**config.mk**
```make
export PLATFORM = sky130hd
export DESIGN_NAME = regbank_loader
export DESIGN_NICKNAME = d
export VERILOG_FILES = /design/src/rtl/regbank_pkg.sv /design/src/rtl/wrap_counter.sv /design/src/rtl/regbank_loader.sv
export SDC_FILE = /design/constraint.sdc
export NUM_CORES = 1
export LEC_CHECK = 0
export ABC_AREA = 0
export BUFFER_PORTS_ARGS = -buffer_cell sky130_fd_sc_hd__clkbuf_2
export CAP_MARGIN = 15
export CELL_PAD_IN_SITES_DETAIL_PLACEMENT = 2
export CELL_PAD_IN_SITES_GLOBAL_PLACEMENT = 2
export CORE_ASPECT_RATIO = 0.75
export CORE_UTILIZATION = 28
export CTS_CLUSTER_SIZE = 8
export DETAILED_ROUTE_END_ITERATION = 7
export PLACE_DENSITY_LB_ADDON = 0.1
export SKIP_LAST_GASP = 1
export SYNTH_ARGS = -nofsm -noshare
export SYNTH_HDL_FRONTEND = slang
export SYNTH_SLANG_ARGS = --single-unit
```
**constraint.sdc**
```tcl
create_clock -name clk -period 4.8 [get_ports clk]
set_clock_uncertainty 0.1 [all_clocks]
set_input_delay 0.72 -clock clk [delete_from_list [all_inputs] [get_ports clk]]
set_output_delay 0.72 -clock clk [all_outputs]
set_load 0.01 [all_outputs]
```
**src/rtl/regbank_pkg.sv**
```systemverilog
// Shared types and sizing for the register-bank write sequencer.
// The bank depth is fixed at 2**SEL_W so the index wraps with a plain decoder.
package regbank_pkg;

    localparam int N_REGS = 8;
    localparam int SEL_W  = 3;

    typedef enum logic [1:0] {
        IDLE = 2'd0,
        LOAD = 2'd1,
        DONE = 2'd2
    } loader_state_t;

    typedef logic [SEL_W-1:0] reg_idx_t;

endpackage

```
**src/rtl/wrap_counter.sv**
```systemverilog
// Modulo-N_REGS bank index: load takes priority over increment, and the
// count wraps from N_REGS-1 back to 0.
module wrap_counter #(
    parameter int SEL_W  = 3,
    parameter int N_REGS = 2 ** SEL_W
) (
    input  logic             clk,
    input  logic             rst,
    input  logic             load,
    input  logic [SEL_W-1:0] load_val,
    input  logic             inc,
    output logic [SEL_W-1:0] q
);

    localparam logic [SEL_W-1:0] LAST_IDX = SEL_W'(N_REGS - 1);

    logic [SEL_W-1:0] q_q;
    logic [SEL_W-1:0] q_d;

    always_comb begin
        q_d = q_q;
        if (load) begin
            q_d = load_val;
        end else if (inc) begin
            q_d = (q_q == LAST_IDX) ? '0 : q_q + 1'b1;
        end
    end

    always_ff @(posedge clk) begin
        if (rst) begin
            q_q <= '0;
        end else begin
            q_q <= q_d;
        end
    end

    assign q = q_q;

endmodule

```
**src/rtl/regbank_loader.sv**
```systemverilog
// Write sequencer feeding an 8-entry register bank: streams valid/ready words
// into consecutive entries from a programmable start index, wrapping at the top.
module regbank_loader #(
    parameter int W      = 8,
    parameter int N_REGS = regbank_pkg::N_REGS,
    parameter int SEL_W  = regbank_pkg::SEL_W
) (
    input  logic             clk,
    input  logic             rst,
    input  logic             start,
    input  logic [SEL_W-1:0] start_idx,
    input  logic [SEL_W:0]   length,
    input  logic             in_valid,
    input  logic [W-1:0]     in_data,
    output logic             in_ready,
    output logic [SEL_W-1:0] sel,
    output logic [W-1:0]     wd,
    output logic             we,
    output logic             busy,
    output logic             done
);

    import regbank_pkg::*;

    localparam logic [SEL_W:0] MAX_LEN = (SEL_W + 1)'(N_REGS);
    localparam logic [SEL_W:0] ONE_LEFT = (SEL_W + 1)'(1);

    loader_state_t    state_q, state_d;
    logic [SEL_W:0]   rem_q, rem_d;
    logic [SEL_W-1:0] sel_q, sel_d;
    logic [W-1:0]     wd_q, wd_d;
    logic             we_q, we_d;

    logic [SEL_W:0]   len_clamped;
    logic [SEL_W-1:0] idx;
    logic             idx_load;
    logic             idx_inc;
    logic             xfer;

    assign len_clamped = (length > MAX_LEN) ? MAX_LEN : length;

    wrap_counter #(
        .SEL_W  (SEL_W),
        .N_REGS (N_REGS)
    ) u_idx (
        .clk      (clk),
        .rst      (rst),
        .load     (idx_load),
        .load_val (start_idx),
        .inc      (idx_inc),
        .q        (idx)
    );

    // Ready depends on state alone so upstream never sees a valid->ready loop.
    assign in_ready = (state_q == LOAD);
    assign xfer     = in_valid && in_ready;

    always_comb begin
        state_d  = state_q;
        rem_d    = rem_q;
        sel_d    = sel_q;
        wd_d     = wd_q;
        we_d     = 1'b0;
        idx_load = 1'b0;
        idx_inc  = 1'b0;

        case (state_q)
            IDLE: begin
                if (start) begin
                    if (len_clamped == '0) begin
                        state_d = DONE;
                    end else begin
                        state_d  = LOAD;
                        rem_d    = len_clamped;
                        idx_load = 1'b1;
                    end
                end
            end
            LOAD: begin
                if (xfer) begin
                    sel_d   = idx;
                    wd_d    = in_data;
                    we_d    = 1'b1;
                    idx_inc = 1'b1;
                    rem_d   = rem_q - ONE_LEFT;
                    if (rem_q == ONE_LEFT) begin
                        state_d = DONE;
                    end
                end
            end
            DONE: begin
                state_d = IDLE;
            end
            default: begin
                state_d = IDLE;
            end
        endcase
    end

    always_ff @(posedge clk) begin
        if (rst) begin
            state_q <= IDLE;
            rem_q   <= '0;
            sel_q   <= '0;
            wd_q    <= '0;
            we_q    <= 1'b0;
        end else begin
            state_q <= state_d;
            rem_q   <= rem_d;
            sel_q   <= sel_d;
            wd_q    <= wd_d;
            we_q    <= we_d;
        end
    end

    // sel/wd hold between writes so an enable-less bank just rewrites its last value.
    assign sel  = sel_q;
    assign wd   = wd_q;
    assign we   = we_q;
    assign busy = (state_q != IDLE);
    assign done = (state_q == DONE);

endmodule

```
After elaboration in Yosys (flattened, before gate mapping)
Index checks and enable logic that the tools add are counted.

Logic and storage cells: 44. Output and inout bits: 15. Input port bits: 19. Register bits: 21.

Reductions and logical operators: 9. Order comparisons: 1. Multiplexer cells: 18. Equal/unequal tests: 8. $add $sub $neg: 2.

Operator list (count): 4-bit two-way mux (4); 3-bit two-way mux (3); 2-bit two-way mux (4); 4-bit case mux with 2 select lines (1); 2-bit nonzero test (3); 1-bit two-way mux (5); 4-bit by 1-bit equality test with 1-bit output (second input constant) (1); 4-bit greater-than comparator (second input constant) (1); 4-bit zero test (1); 2-bit by 1-bit inequality test with 1-bit output (second input constant) (2); 2-bit inequality test (second input constant) (2); 2-bit case mux with 2 select lines (1); 4-bit AND reduction (1); 4-bit by 1-bit subtractor with 4-bit output (second input constant) (1); 3-bit by 1-bit adder with 3-bit output (second input constant) (1); 3-bit equality test (second input constant) (1); 3-bit AND reduction (1); 2-bit by 1-bit equality test with 1-bit output (second input constant) (1); 2-bit equality test (second input constant) (1); 2-bit zero test (1); 2-bit AND reduction (1); 1-bit logical AND (1).

Longest topological paths before layout
Gate-level depths: netlist of run 1.

Depth in word-level cells: 7. Gate-level depth with buffers: 6. Depth with buffers taken out: 6.

Hierarchy
From an unflattened synthesis of run 1, not the netlist that was laid out.

Cell total of the unflattened synthesis: 114. Area, all modules: 993.5 µm².

By module, submodules not included: regbank_loader (instances 1, seq. area each 360.3 µm², area an instance 820.8 µm², cells an instance 98); wrap_counter (instances 1, seq. area each 60.1 µm², area an instance 172.7 µm², cells an instance 16).

Least setup slack after synthesis of run 1
OpenSTA, ideal clock, no wires.

Kind: input -> register. Start point: in length[3]. End point: reg rem_q[0]. Stages on the path: 4. Path buffers: 0. Arrival: 1.819 ns. Setup time: 0.119 ns. Data required time: 4.581 ns. Path slack: 2.763 ns. Path through: or4_4 a31oi_4 a21oi_1 o221a_1.

Cells in the longest elaborated chain, start to end: 5. Elaborated cells between the ends (all ways): 8. Classes of those cells: 1 x order compare; 1 x eq/ne; 4 x mux; 2 x reduce/logical.

Ends and longest elaborated chain: start, declared (RTL line regbank_loader.sv:12) `input logic [SEL_W:0] length,`; 4-bit greater-than comparator (RTL line regbank_loader.sv:40) `assign len_clamped = (length > MAX_LEN) ? MAX_LEN : length;`; 4-bit two-way mux * (RTL line regbank_loader.sv:40); 4-bit zero test / 4-bit two-way mux (equally long branches) (RTL line regbank_loader.sv:70) `if (len_clamped == '0) begin`; 2-bit inequality test (no source line) / 4-bit two-way mux (equally long branches); 4-bit AND reduction (no source line) / 4-bit case mux with 2 select lines (equally long branches); end signal, assigned (RTL line regbank_loader.sv:109) `rem_q <= rem_d;`; end, declared (RTL line regbank_loader.sv:29) `logic [SEL_W:0] rem_q, rem_d;`.

Mark *: on every way between the ends. The rest lies on a longest branch, timed or not. The select of a mux whose other input is x is not followed. A chain may end at the register's enable or synchronous reset.

Final worst setup path of run 1
Start point: reg state_q[1]. End point: out in_ready.

Cells in the longest elaborated chain, start to end: 1.

Ends and longest elaborated chain: start, declared (RTL line regbank_loader.sv:28) `loader_state_t state_q, state_d;`; start signal, assigned (RTL line regbank_loader.sv:108) `state_q <= state_d;`; 2-bit by 1-bit equality test with 1-bit output (RTL line regbank_loader.sv:55) `assign in_ready = (state_q == LOAD);`; end, declared (RTL line regbank_loader.sv:15) `output logic in_ready,`.

No other way between the ends.

==> results of run 1 <==
## worst paths after layout
check                                   to  cells past startpoint  slack [ns]  startpoint
worst max-delay path              in_ready                      3        2.68  state_q[1]
worst min-delay path                 wd[3]                      2        0.36       wd[3]
worst max register to register  u_idx.q[0]                      4        2.96  state_q[0]
worst min register to register       wd[3]                      2        0.36       wd[3]
## registers in the layout (all words and copies together) (netlist names)
signal,count
state_q,2
rem_q,4
we,1
sel,3
wd,8
u_idx.q,3
## layer usage
metal  routed length, microns  track usage, %  vias to the layer above  share of wire (%)
met5                        0               0                        -                  0
met4                        0            3.06                        0                  0
met3                      109            4.81                        0                4.1
met2                     1240            27.0                       18                 46
met1                     1320            20.4                      430                 49
li1                         -               -                      461                  -
## power by group
group	internal, W	switching [W]	total (W)
clock network	0.0000586	0.0000601	0.000119
registers	0.000187	0.0000102	0.000197
logic	0.0000315	0.0000450	0.0000765
total	0.000277	0.000115	0.000392
## Yosys cell counts (all sizes together)
| master | instances | area share, % |
|---|---|---|
| nand2 | 25 | 9.9 |
| dfxtp | 21 | 44 |
| a21oi | 16 | 8.4 |
| nor2 | 9 | 3.6 |
| inv | 6 | 2.4 |
| clkbuf | 4 | 1.6 |
| ha | 4 | 5.3 |
| nor3 | 4 | 2.1 |
| nor3b | 4 | 3.2 |
| a211oi | 3 | 2.9 |
| o21ai | 3 | 1.6 |
| nand2b | 2 | 1.3 |
| nand3b | 2 | 1.6 |
| a21o | 1 | 0.79 |
| a311oi | 1 | 0.92 |
| a31oi | 1 | 2.2 |
| and3b | 1 | 0.92 |
| nand3 | 1 | 0.53 |
| nand4b | 1 | 0.92 |
| nor2b | 1 | 0.66 |
| o211a | 1 | 1.1 |
| o21bai | 1 | 0.79 |
| o221a | 1 | 1.2 |
| o32ai | 1 | 0.92 |
| or4 | 1 | 1.2 |
## cells by family (layout without fill, tap and decap cells)
logic type,count (synthesis),count (layout)
simple gates,51,51
compound gates,29,29
flops,21,21
buf+inv,10,43
fa+ha+maj,4,4
## worst max-delay path: stages (launching register included)
cell      delay, ns
dfxtp_1        0.41
nand2b_1       0.30
inv_1          0.17
clkbuf_2       0.16
## cell type report
type / instances / share of cell area, %
clock inverters: 1 / 0.627
inverters: 6 / 1.88
clock buffers: 3 / 3.45
repair buffers: 33 / 13.8
well taps: 38 / 3.97
multi-input cells: 84 / 41.2
flip-flops and latches: 21 / 35.1
## metrics by stage
stage,instances,worst slack [ns],power (W)
after floorplan,115,2.76,0.000248
after global placement,182,2.58,0.000273
after detailed placement,182,2.54,0.000278
after CTS,186,2.64,0.000400
after global routing,186,2.54,0.000417
final,186,2.68,0.000392
==> metrics, run 1 <==
Peak supply drop=0.110 mV; Post-Place Cell Area=1150 sq um; arrival time of the worst setup path=1.30 ns; overall overflow remaining after global route=0; power density cells=327 nW/um^2; std cell rows=17; post-cts repair resize count=0; number of filler cells placed in the layout=349; Reg clk slew, reported paths=0.08 ns; hold violation count in the final report=0; compound-cell area share of the yosys netlist=20.8%; Synth Area in Simple Gates=25.8%; combinational family with the most area after synthesis=simple AND/OR/NAND/NOR gates; Min-Delay Path Class=reg -> reg; count of final setup violators=0; maximum number of pins on one net before global-route repair=21; area of the multi-input gates=493 sq um; PortBufs=33; Die Span Y=52.5 microns; Critical Setup Path Class=reg -> out; final hold slack=0.358 ns; measured slew at the worst slew-check pin=0.694 ns; ant diodes=0; synth warn=0; CTS max path bufs=2; clock insertion delay at the later pin of the skew report=0.26 ns; sequential-to-total area share from yosys stat=44.2%; number of unique standard cell types used by synthesis=26; Boundary Pins=34; DRC violations left=0; Non-Filler Cell Area, Final=1200 sq um; Data required, critical path=3.98 ns; final critical delay including setup and external delays=2.12 ns; unrepaired setup endpoints after global routing=false; result of the run=completed; detailed placer's ending HPWL=2080 microns; most common cell after layout, fill and taps aside=clkbuf_2; number of max-cap violations=0; Die Outline Area=3640 sq um; layout cell share with drive strength beyond 1=27.0%; instance count of the mapped netlist=115; number of max-slew violations in the final report=0; timing-limited maximum frequency=471 MHz; parity-gate share of the synthesized area counting xor and xnor cells=0%; mapped cell area=951 sq um; Vias=909; area used by sequential logic in the layout=420 sq um; average cell area after synthesis=8.27 sq um; CTS H-Tree Depth=1; root buffer cell=clkbuf_8; TritonCTS clock tree=built; adder and majority cell fraction of the synthesized area=5.26%; Yosys reg bits=21; Worst Setup End Kind=output port; mux contribution to synthesized area=0%; syn_nets=138; Final ANT Viol Nets=0; starting utilization of the core area=30.8%; total number of clock tree sinks=21; Leakage=0.526 nW; worst slew slack as a fraction of its limit=53.6%; first drt pass iteration count=4; Iter 0 DRT Violations=18; All-Layer GR Usage=16.0%; antenna violations before repair=0; Post-CTS Setup Inserts=0; Worst Setup Start Kind=register; highest-count cells in the layout ignoring fill and taps=33 x clkbuf_2, 25 x nand2_1, 21 x dfxtp_1; TritonCTS Buffers=3; Post-CTS Hold Buffers=0; Layout area overhead=25.9%; net total in the final layout=172; period utilisation layout=44.2%; via count of the first global-routing pass=920; routability cong.=0.786; via-per-instance ratio=4.89; Finished Core Util=38.8%; width of the chip=69.3 microns; routed length per placed instance=14.3 microns; global-route wire length before repair=4420 microns; setup TNS=0 ns; Worst Path Max Fanout=7; Detailed Route WL=2670 microns; core area=3080 sq um
(Power assumes the default switching activity.)
==> run 2: changes to the inputs <==
CORE_UTILIZATION = 24   (was 28)
clock period = 1.81 ns   (was 4.8 ns; I/O delays follow)
==> run 2 against run 1 <==
Net effect: clock power increased to 2.6 times the previous value; global-route usage decreased by 1.4 points; sequential share of layout area decreased by 1.3 points; non-clock buffer count increased by 4; count of clock-buffer cells in the layout unchanged; sequential cell count unchanged; combinational power increased to 2.8 times the previous value; via count increased by 3.2%; critical path depth unchanged; register-to-register slack got worse by 2.7 ns; critical path type unchanged.
==> metrics, run 2 (synthesis results as in run 1) <==
overall overflow remaining after global route=0 (unchanged); TritonCTS clock tree=built; via-per-instance ratio=4.60 (-5.9%); maximum number of pins on one net before global-route repair=21 (unchanged); width of the chip=74.7 microns (+7.8%); net total in the final layout=176 (+2.3%); Post-CTS Setup Inserts=0 (unchanged); core area=3730 sq um (+21%); TritonCTS Buffers=3 (unchanged); setup TNS=0 ns (unchanged); root buffer cell=clkbuf_8; clock insertion delay at the later pin of the skew report=0.26 ns (about the same); routed length per placed instance=13.5 microns (-6.1%); Die Outline Area=4220 sq um (+16%); Post-CTS Hold Buffers=0 (unchanged); Layout area overhead=30.7%; Leakage=0.548 nW (+4.3%); routability cong.=0.846 (+7.6%); final critical delay including setup and external delays=1.69 ns; Data required, critical path=1.44 ns (-2.54 ns); highest-count cells in the layout ignoring fill and taps=33 x clkbuf_2, 25 x nand2_1, 21 x dfxtp_1; number of max-slew violations in the final report=0 (unchanged); total number of clock tree sinks=21 (unchanged); hold violation count in the final report=0 (unchanged); most common cell after layout, fill and taps aside=clkbuf_2; flip-flop count of the largest register after layout=8 (unchanged); post-route worst setup slack=0.119 ns (-2.56 ns); unrepaired setup endpoints after global routing=false; Final ANT Viol Nets=0 (unchanged); arrival time of the worst setup path=1.32 ns (+0.02 ns); Peak supply drop=0.330 mV (+200%); measured slew at the worst slew-check pin=0.455 ns (-0.240 ns); Boundary Pins=34 (unchanged); CTS H-Tree Depth=1 (unchanged); layout cell share with drive strength beyond 1=28.9% (+1.9 points); DRC violations left=0 (unchanged); total power consumption of the routed design=0.00105 W (+170%); All-Layer GR Usage=14.6% (-1.4 points); Die Span Y=56.5 microns (+7.7%); timing-limited maximum frequency=591 MHz; antenna violations before repair=0 (unchanged); global-route wire length before repair=4630 microns (+4.7%); via count of the first global-routing pass=981 (+6.6%); Critical Setup Path Class=reg -> out; worst slack at placement=-0.00644 ns (-2.55 ns); Detailed Route WL=2750 microns (+3.0%); worst slew slack as a fraction of its limit=69.7% (+16 points); Worst Setup Start Kind=register; starting utilization of the core area=25.5% (-5.4 points); CTS max path bufs=2 (unchanged); Iter 0 DRT Violations=34 (+16); count of final setup violators=0 (unchanged); first drt pass iteration count=2 (-2); number of max-cap violations=0 (unchanged); detailed placer's ending HPWL=2150 microns (+3.7%); post-cts repair resize count=0 (unchanged); ant diodes=0 (unchanged); period utilisation layout=93.5%; Finished Core Util=33.3% (-5.5 points); PortBufs=33 (unchanged); Min-Delay Path Class=in -> reg; result of the run=completed; Vias=938 (+3.2%); Worst Path Max Fanout=7 (unchanged); Reg clk slew, reported paths=0.08 ns (about the same); power density cells=841 nW/um^2 (+160%); std cell rows=19 (+2); Worst Setup End Kind=output port
-- run 2: cell count changes in the layout (fill, tap and decap cells not counted) --
cell / before / now
clkinvlp_4: 1 / 0
clkinv_2: 0 / 1
buf_4: 0 / 4
-- run 2: per-stage QoR --
| stage | hold WS, ns | area, sq um | std cells |
|---|---|---|---|
| floorplan | 0.307 | 951 | 115 |
| detailed placement | 0.352 | 1200 | 200 |
| CTS | 0.122 | 1240 | 204 |
| global placement | 0.342 | 1200 | 200 |
| finish | 0.122 | 1240 | 204 |
| global route | 0.123 | 1240 | 204 |
-- run 2: path summary, 6_finish.rpt --
kind | startpoint | to | slack, ns | cells after the start
worst max-delay path | state_q[0] | in_ready | 0.12 | 3
worst min-delay path | in_data[6] | wd[6] | 0.12 | 3
worst max register to register | state_q[1] | rem_q[1] | 0.26 | 5
worst min register to register | wd[1] | wd[1] | 0.36 | 2
-- run 2: cell type report --
cell class	count	area, sq um
Clock inverter	1	5.00
Fill cell	454	2490
Clock buffer	3	41.3
Tap cell	52	65.1
Inverter	6	22.5
Timing Repair Buffer	37	195
Multi-Input combinational cell	84	493
Sequential cell	21	420
-- run 2: report_power, final --
group	switching (W)	internal (W)
Combinational	0.000120	0.0000911
Clock	0.000158	0.000153
Sequential	0.0000283	0.000495
Total	0.000306	0.000739
-- run 2: routing by layer --
| metal | vias up | GRT usage (%) | routed length [microns] |
|---|---|---|---|
| met5 | - | 0 | 0 |
| met4 | 0 | 2.43 | 10 |
| met3 | 2 | 3.77 | 84 |
| met2 | 17 | 22.9 | 1260 |
| met1 | 448 | 20.2 | 1390 |
| li1 | 471 | - | - |
-- run 2: critical path, cell delays in order, from the launching register on --
cell and delay [ns]:
dfxtp_1 0.47, nand2b_1 0.23, inv_1 0.20, clkbuf_2 0.16
